[config.mk]
export PLATFORM = sky130hd
export DESIGN_NAME = spin_driver
export DESIGN_NICKNAME = d
export VERILOG_FILES = /design/src/rtl/spin_driver.sv
export SDC_FILE = /design/constraint.sdc
export NUM_CORES = 1
export LEC_CHECK = 0
export BUFFER_PORTS_ARGS = -buffer_cell sky130_fd_sc_hd__buf_2
export CELL_PAD_IN_SITES_DETAIL_PLACEMENT = 2
export CELL_PAD_IN_SITES_GLOBAL_PLACEMENT = 2
export CORE_ASPECT_RATIO = 0.6
export CORE_MARGIN = 2
export CORE_UTILIZATION = 45
export CTS_CLUSTER_SIZE = 16
export DETAILED_ROUTE_END_ITERATION = 12
export PLACE_DENSITY_LB_ADDON = 0.08
export SYNTH_ARGS = -nofsm -noshare
export SYNTH_HDL_FRONTEND = slang
export SYNTH_SLANG_ARGS = --single-unit
[constraint.sdc]
create_clock -name clock -period 5.1 [get_ports clock]
set_clock_uncertainty 0.15 [all_clocks]
set_input_delay 0.51 -clock clock [delete_from_list [all_inputs] [get_ports clock]]
set_output_delay 0.51 -clock clock [all_outputs]
set_load 0.02 [all_outputs]
[src/rtl/spin_driver.sv]
// rtl/spin_driver.sv - command FIFO and FSM that sequences the spinner rotator
// Each command is rotated right by amount, count times, via the rotator's recirculation path.
module spin_driver #(
  parameter int DEPTH = 4,
  parameter int AW    = 2
) (
  input  logic        clock,
  input  logic        reset_n,
  input  logic        cmd_valid,
  output logic        cmd_ready,
  input  logic [31:0] cmd_data,
  input  logic [4:0]  cmd_amount,
  input  logic [3:0]  cmd_count,
  output logic [31:0] rot_din,
  output logic [4:0]  rot_amount,
  output logic        rot_spin,
  input  logic [31:0] rot_dout,
  output logic        res_valid,
  input  logic        res_ready,
  output logic [31:0] res_data
);

  typedef enum logic [2:0] {S_IDLE, S_LOAD, S_SPIN, S_CAPTURE, S_HOLD} state_t;

  state_t      state_q, state_d;
  logic [40:0] fifo_mem_q [DEPTH];
  logic [AW:0] wr_ptr_q, rd_ptr_q;
  logic        fifo_empty, fifo_full, push, pop;
  logic [40:0] head;
  logic [31:0] d_q, d_d;
  logic [4:0]  a_q, a_d;
  logic [3:0]  n_q, n_d, r_q, r_d;
  logic        res_valid_q, res_valid_d;
  logic [31:0] res_data_q, res_data_d;

  // Extra pointer MSB distinguishes full from empty when the index bits match.
  assign fifo_empty = (wr_ptr_q == rd_ptr_q);
  assign fifo_full  = (wr_ptr_q[AW] != rd_ptr_q[AW]) &&
                      (wr_ptr_q[AW-1:0] == rd_ptr_q[AW-1:0]);
  assign cmd_ready  = !fifo_full;
  assign push       = cmd_valid && !fifo_full;
  assign head       = fifo_mem_q[rd_ptr_q[AW-1:0]];

  always_ff @(posedge clock) begin
    if (push) fifo_mem_q[wr_ptr_q[AW-1:0]] <= {cmd_data, cmd_amount, cmd_count};
  end

  always_ff @(posedge clock or negedge reset_n) begin
    if (!reset_n) begin
      wr_ptr_q <= '0;
      rd_ptr_q <= '0;
    end else begin
      if (push) wr_ptr_q <= wr_ptr_q + {{AW{1'b0}}, 1'b1};
      if (pop)  rd_ptr_q <= rd_ptr_q + {{AW{1'b0}}, 1'b1};
    end
  end

  always_comb begin
    state_d     = state_q;
    d_d         = d_q;
    a_d         = a_q;
    n_d         = n_q;
    r_d         = r_q;
    res_valid_d = res_valid_q;
    res_data_d  = res_data_q;
    pop         = 1'b0;
    rot_din     = 32'd0;
    rot_spin    = 1'b0;
    case (state_q)
      S_IDLE: begin
        if (!fifo_empty && !res_valid_q) begin
          pop     = 1'b1;
          d_d     = head[40:9];
          a_d     = head[8:4];
          n_d     = (head[3:0] == 4'd0) ? 4'd1 : head[3:0];
          state_d = S_LOAD;
        end
      end
      S_LOAD: begin
        rot_din  = d_q;
        rot_spin = (n_q > 4'd1);
        r_d      = n_q - 4'd1;
        state_d  = (n_q > 4'd1) ? S_SPIN : S_CAPTURE;
      end
      S_SPIN: begin
        // Spin drops on the final pass so the rotator is not recirculating in CAPTURE.
        rot_din  = d_q;
        rot_spin = (r_q > 4'd1);
        r_d      = r_q - 4'd1;
        if (r_q <= 4'd1) state_d = S_CAPTURE;
      end
      S_CAPTURE: begin
        res_data_d  = rot_dout;
        res_valid_d = 1'b1;
        state_d     = S_HOLD;
      end
      S_HOLD: begin
        if (res_ready) begin
          res_valid_d = 1'b0;
          state_d     = S_IDLE;
        end
      end
      default: state_d = S_IDLE;
    endcase
  end

  always_ff @(posedge clock or negedge reset_n) begin
    if (!reset_n) begin
      state_q     <= S_IDLE;
      d_q         <= '0;
      a_q         <= '0;
      n_q         <= '0;
      r_q         <= '0;
      res_valid_q <= 1'b0;
      res_data_q  <= '0;
    end else begin
      state_q     <= state_d;
      d_q         <= d_d;
      a_q         <= a_d;
      n_q         <= n_d;
      r_q         <= r_d;
      res_valid_q <= res_valid_d;
      res_data_q  <= res_data_d;
    end
  end

  // Amount is only updated on pop, so it holds its last value while idle.
  assign rot_amount = a_q;
  assign res_valid  = res_valid_q;
  assign res_data   = res_data_q;

endmodule
==> out/results.tsv <==
metric	value	unit
status	completed	
Highest Clock Rate	311	MHz
synth unique cells	34	
# setup viols final	0	
Reg area	7110	um^2
post-synthesis sequential area ratio	73.0	%
Longest Clk Path Bufs	3	
dominant combinational cell family by area after synthesis	multiplexers	
Port-buffer cells	148	
Initial Util	46.1	%
dpl hpwl	14300	um
max-slew violations	0	
VDD IR max	445	uV
CTS resizes	0	
io pins	149	
Synth Warn #	0	
Placement Setup Slack	2.24	ns
Routed Antenna Nets	0	
nets@finish	743	
Die Width	194	um
First-pass DRT Iterations	6	
Layout area overhead	18.8	%
Tightest Pin Transition	1.23	ns
H-tree Lvls	1	
largest net degree at the start of global routing	47	
post-route DRC violation count	0	
final hold vios	0	
area of the multi-input gates	2480	um^2
Vias	5002	
maximum fanout along the worst path	35	
LEAKAGE	0.00445	uW
Compound-Gate Fraction of Synth Area	1.70	%
layout cells sized above 1	45.8	%
post-CTS setup buffer count	0	
All-Layer GR Usage	21.0	%
ANT cells	0	
initial DRC count	256	
row cnt	41	
power per standard cell area	681	nW/um^2
mux cell area share after synthesis	17.8	%
CP Class	reg2out	
CP endpoint kind	output port	
synthesized area per cell	19.4	um^2
RSZ-0062 raised after global routing	no	
CP startpoint kind	flop	
clock period minus worst slack	3.22	ns
syn nets	586	
Via density	5.25	
Syn Inst Count	500	
Seq cells post-synth	251	
vias in the first global route	5818	
CTS tree	yes	
min-delay worst type	in2reg	
Die ar.	22800	um^2
clk root buf	clkbuf_16	
antenna violations before repair	0	
critical path arrival	2.56	ns
XOR/XNOR share of the synthesized area	0.901	%
Clock Latency Late Sink	0.51	ns
total gr overflow	0	
WL/cell	24.4	um
Netlist Area Pre-Place	9720	um^2
Synth Area in Simple Gates	3.80	%
filler cell count	1865	
final worst setup slack	1.88	ns
clock transition at the registers of the reported paths	0.07	ns
Max transition margin	18.1	%
setup TNS	0	ns
CTS Buf Count	23	
final RePlAce weighted congestion	0.736	
first-pass GRT wire length	36200	um
Die Span Y	118	um
Adder-Cell Fraction of Synth Area	1.16	%
clk sink count	251	
maxcap violations	0	
WP data required	4.44	ns
Tcrit/Tclk final	63.1	%
final WL	23200	um
CORE AREA	21100	um^2
[metal layers]
metal,GRT usage [%],vias up,wire length (um)
li1,-,2240,-
met4,2.91,0,229
met5,0,-,0
met1,28.6,2645,10300
met2,37.0,95,12000
met3,3.27,22,722
[report_power, final]
group	internal, uW	switching, uW
Combinational	1210	1620
Clock	1080	746
Sequential	2880	339
Total	5170	2700
[layout by cell type, fill, tap and decap left out, types with 2 or more instances in the layout]
cell type / netlist / routed
clkbuf_16: 0 / 23
nand2_1: 7 / 7
dfrtp_1: 87 / 85
buf_2: 9 / 147
o21ai_0: 4 / 4
mux2_2: 69 / 69
nand3b_1: 2 / 2
nor2_1: 8 / 8
inv_1: 7 / 7
o22a_1: 2 / 2
mux4_2: 41 / 41
a22oi_1: 3 / 3
buf_4: 0 / 7
and2_2: 0 / 4
nor3_1: 3 / 3
clkinv_2: 0 / 4
clkbuf_8: 0 / 3
edfxtp_1: 164 / 164
bufinv_16: 0 / 4
clkinv_1: 0 / 4
ha_1: 9 / 9
a21oi_1: 7 / 7
mux2_1: 3 / 3
and2_1: 36 / 32
clkbuf_1: 10 / 2
xnor2_1: 6 / 6
nor2b_1: 3 / 2
xor2_1: 4 / 4
[critical path, stage by stage, from the launching register on]
cell and delay [ns]:
dfrtp_1 0.52, a21oi_1 0.32, nor2b_4 0.76, and2_1 0.25
buf_2 0.18
[cell usage after synthesis, drive strengths merged]
cell / count / area, um^2
a21oi: 7 / 35.0
nor2: 8 / 30.0
nand2: 7 / 26.3
a21o: 1 / 7.51
nor3: 3 / 15.0
o31ai: 1 / 7.51
nand2b: 1 / 6.26
dfrtp: 87 / 2180
buf: 13 / 90.1
o21ai: 4 / 20.0
nand3: 1 / 5.00
a221oi: 1 / 8.76
xnor2: 6 / 52.6
o22a: 2 / 17.5
clkbuf: 10 / 37.5
inv: 7 / 26.3
ha: 9 / 113
a31oi: 2 / 27.5
nor2b: 3 / 18.8
a32oi: 1 / 8.76
and2: 36 / 225
mux2: 72 / 811
xor2: 4 / 35.0
edfxtp: 164 / 4920
a22oi: 3 / 22.5
mux4: 41 / 923
or4: 2 / 18.8
nand3b: 2 / 15.0
a311o: 1 / 10.0
nor4b: 1 / 8.76
[final cells by class]
| class | count | share of cell area (%) |
|---|---|---|
| Clock buffer | 28 | 5.40 |
| Tap cell | 279 | 3.02 |
| Clock inverter | 14 | 1.48 |
| Sequential cell | 251 | 61.5 |
| Inverter | 7 | 0.227 |
| Timing Repair Buffer | 155 | 6.91 |
| Multi-Input combinational cell | 219 | 21.5 |
[cells by family after synthesis]
| logic type | after synthesis |
|---|---|
| AND/OR/NAND/NOR | 64 |
| XOR/XNOR | 10 |
| adder cells (fa/ha/maj) | 9 |
| AO/OA/AOI/OAI | 23 |
| multiplexers | 113 |
| buffers and inverters | 30 |
| flip-flops | 251 |
[per-stage QoR]
stage | instances | util (%) | hold WS [ns] | cell area, um^2 | power (uW)
global route | 953 | 54.8 | 0.0576 | 11600 | 8310
global placement | 910 | 51.0 | 0.318 | 10800 | 5940
finish | 953 | 54.8 | 0.0574 | 11600 | 7870
CTS | 953 | 54.8 | 0.0463 | 11600 | 7990
floorplan | 500 | - | 0.0644 | 9720 | 5140
detailed placement | 910 | 51.0 | 0.321 | 10800 | 6110
[flip-flops by register name (all words and copies together), names as in the netlist]
| signal | count |
|---|---|
| rd_ptr_q | 3 |
| d_q | 32 |
| state_q | 3 |
| res_valid | 1 |
| rot_amount | 5 |
| n_q | 4 |
| wr_ptr_q | 3 |
| fifo_mem_q | 164 |
| res_data | 32 |
| r_q | 4 |
[timing repair]
| item | in CTS | in global routing |
|---|---|---|
| hold buffers | 1 | 0 |
| hold endpoints to repair | 45 | 0 |
| endpoints found under the setup margin | 0 | 0 |
[worst paths after layout]
check	start	endpoint	slack [ns]	cells past startpoint
worst max-delay path	state_q[1]	rot_din[24]	1.88	4
worst min-delay path	cmd_data[4]	fifo_mem_q[2][13]	0.06	1
worst max register to register	rd_ptr_q[0]	fifo_mem_q[1][17]	2.28	3
worst min register to register	d_q[27]	d_q[27]	0.33	1
max in group asynchronous	reset_n	rd_ptr_q[0]	3.21	3
min in group asynchronous	reset_n	res_data[25]	0.45	2
Power figures use the tool's default switching activity.
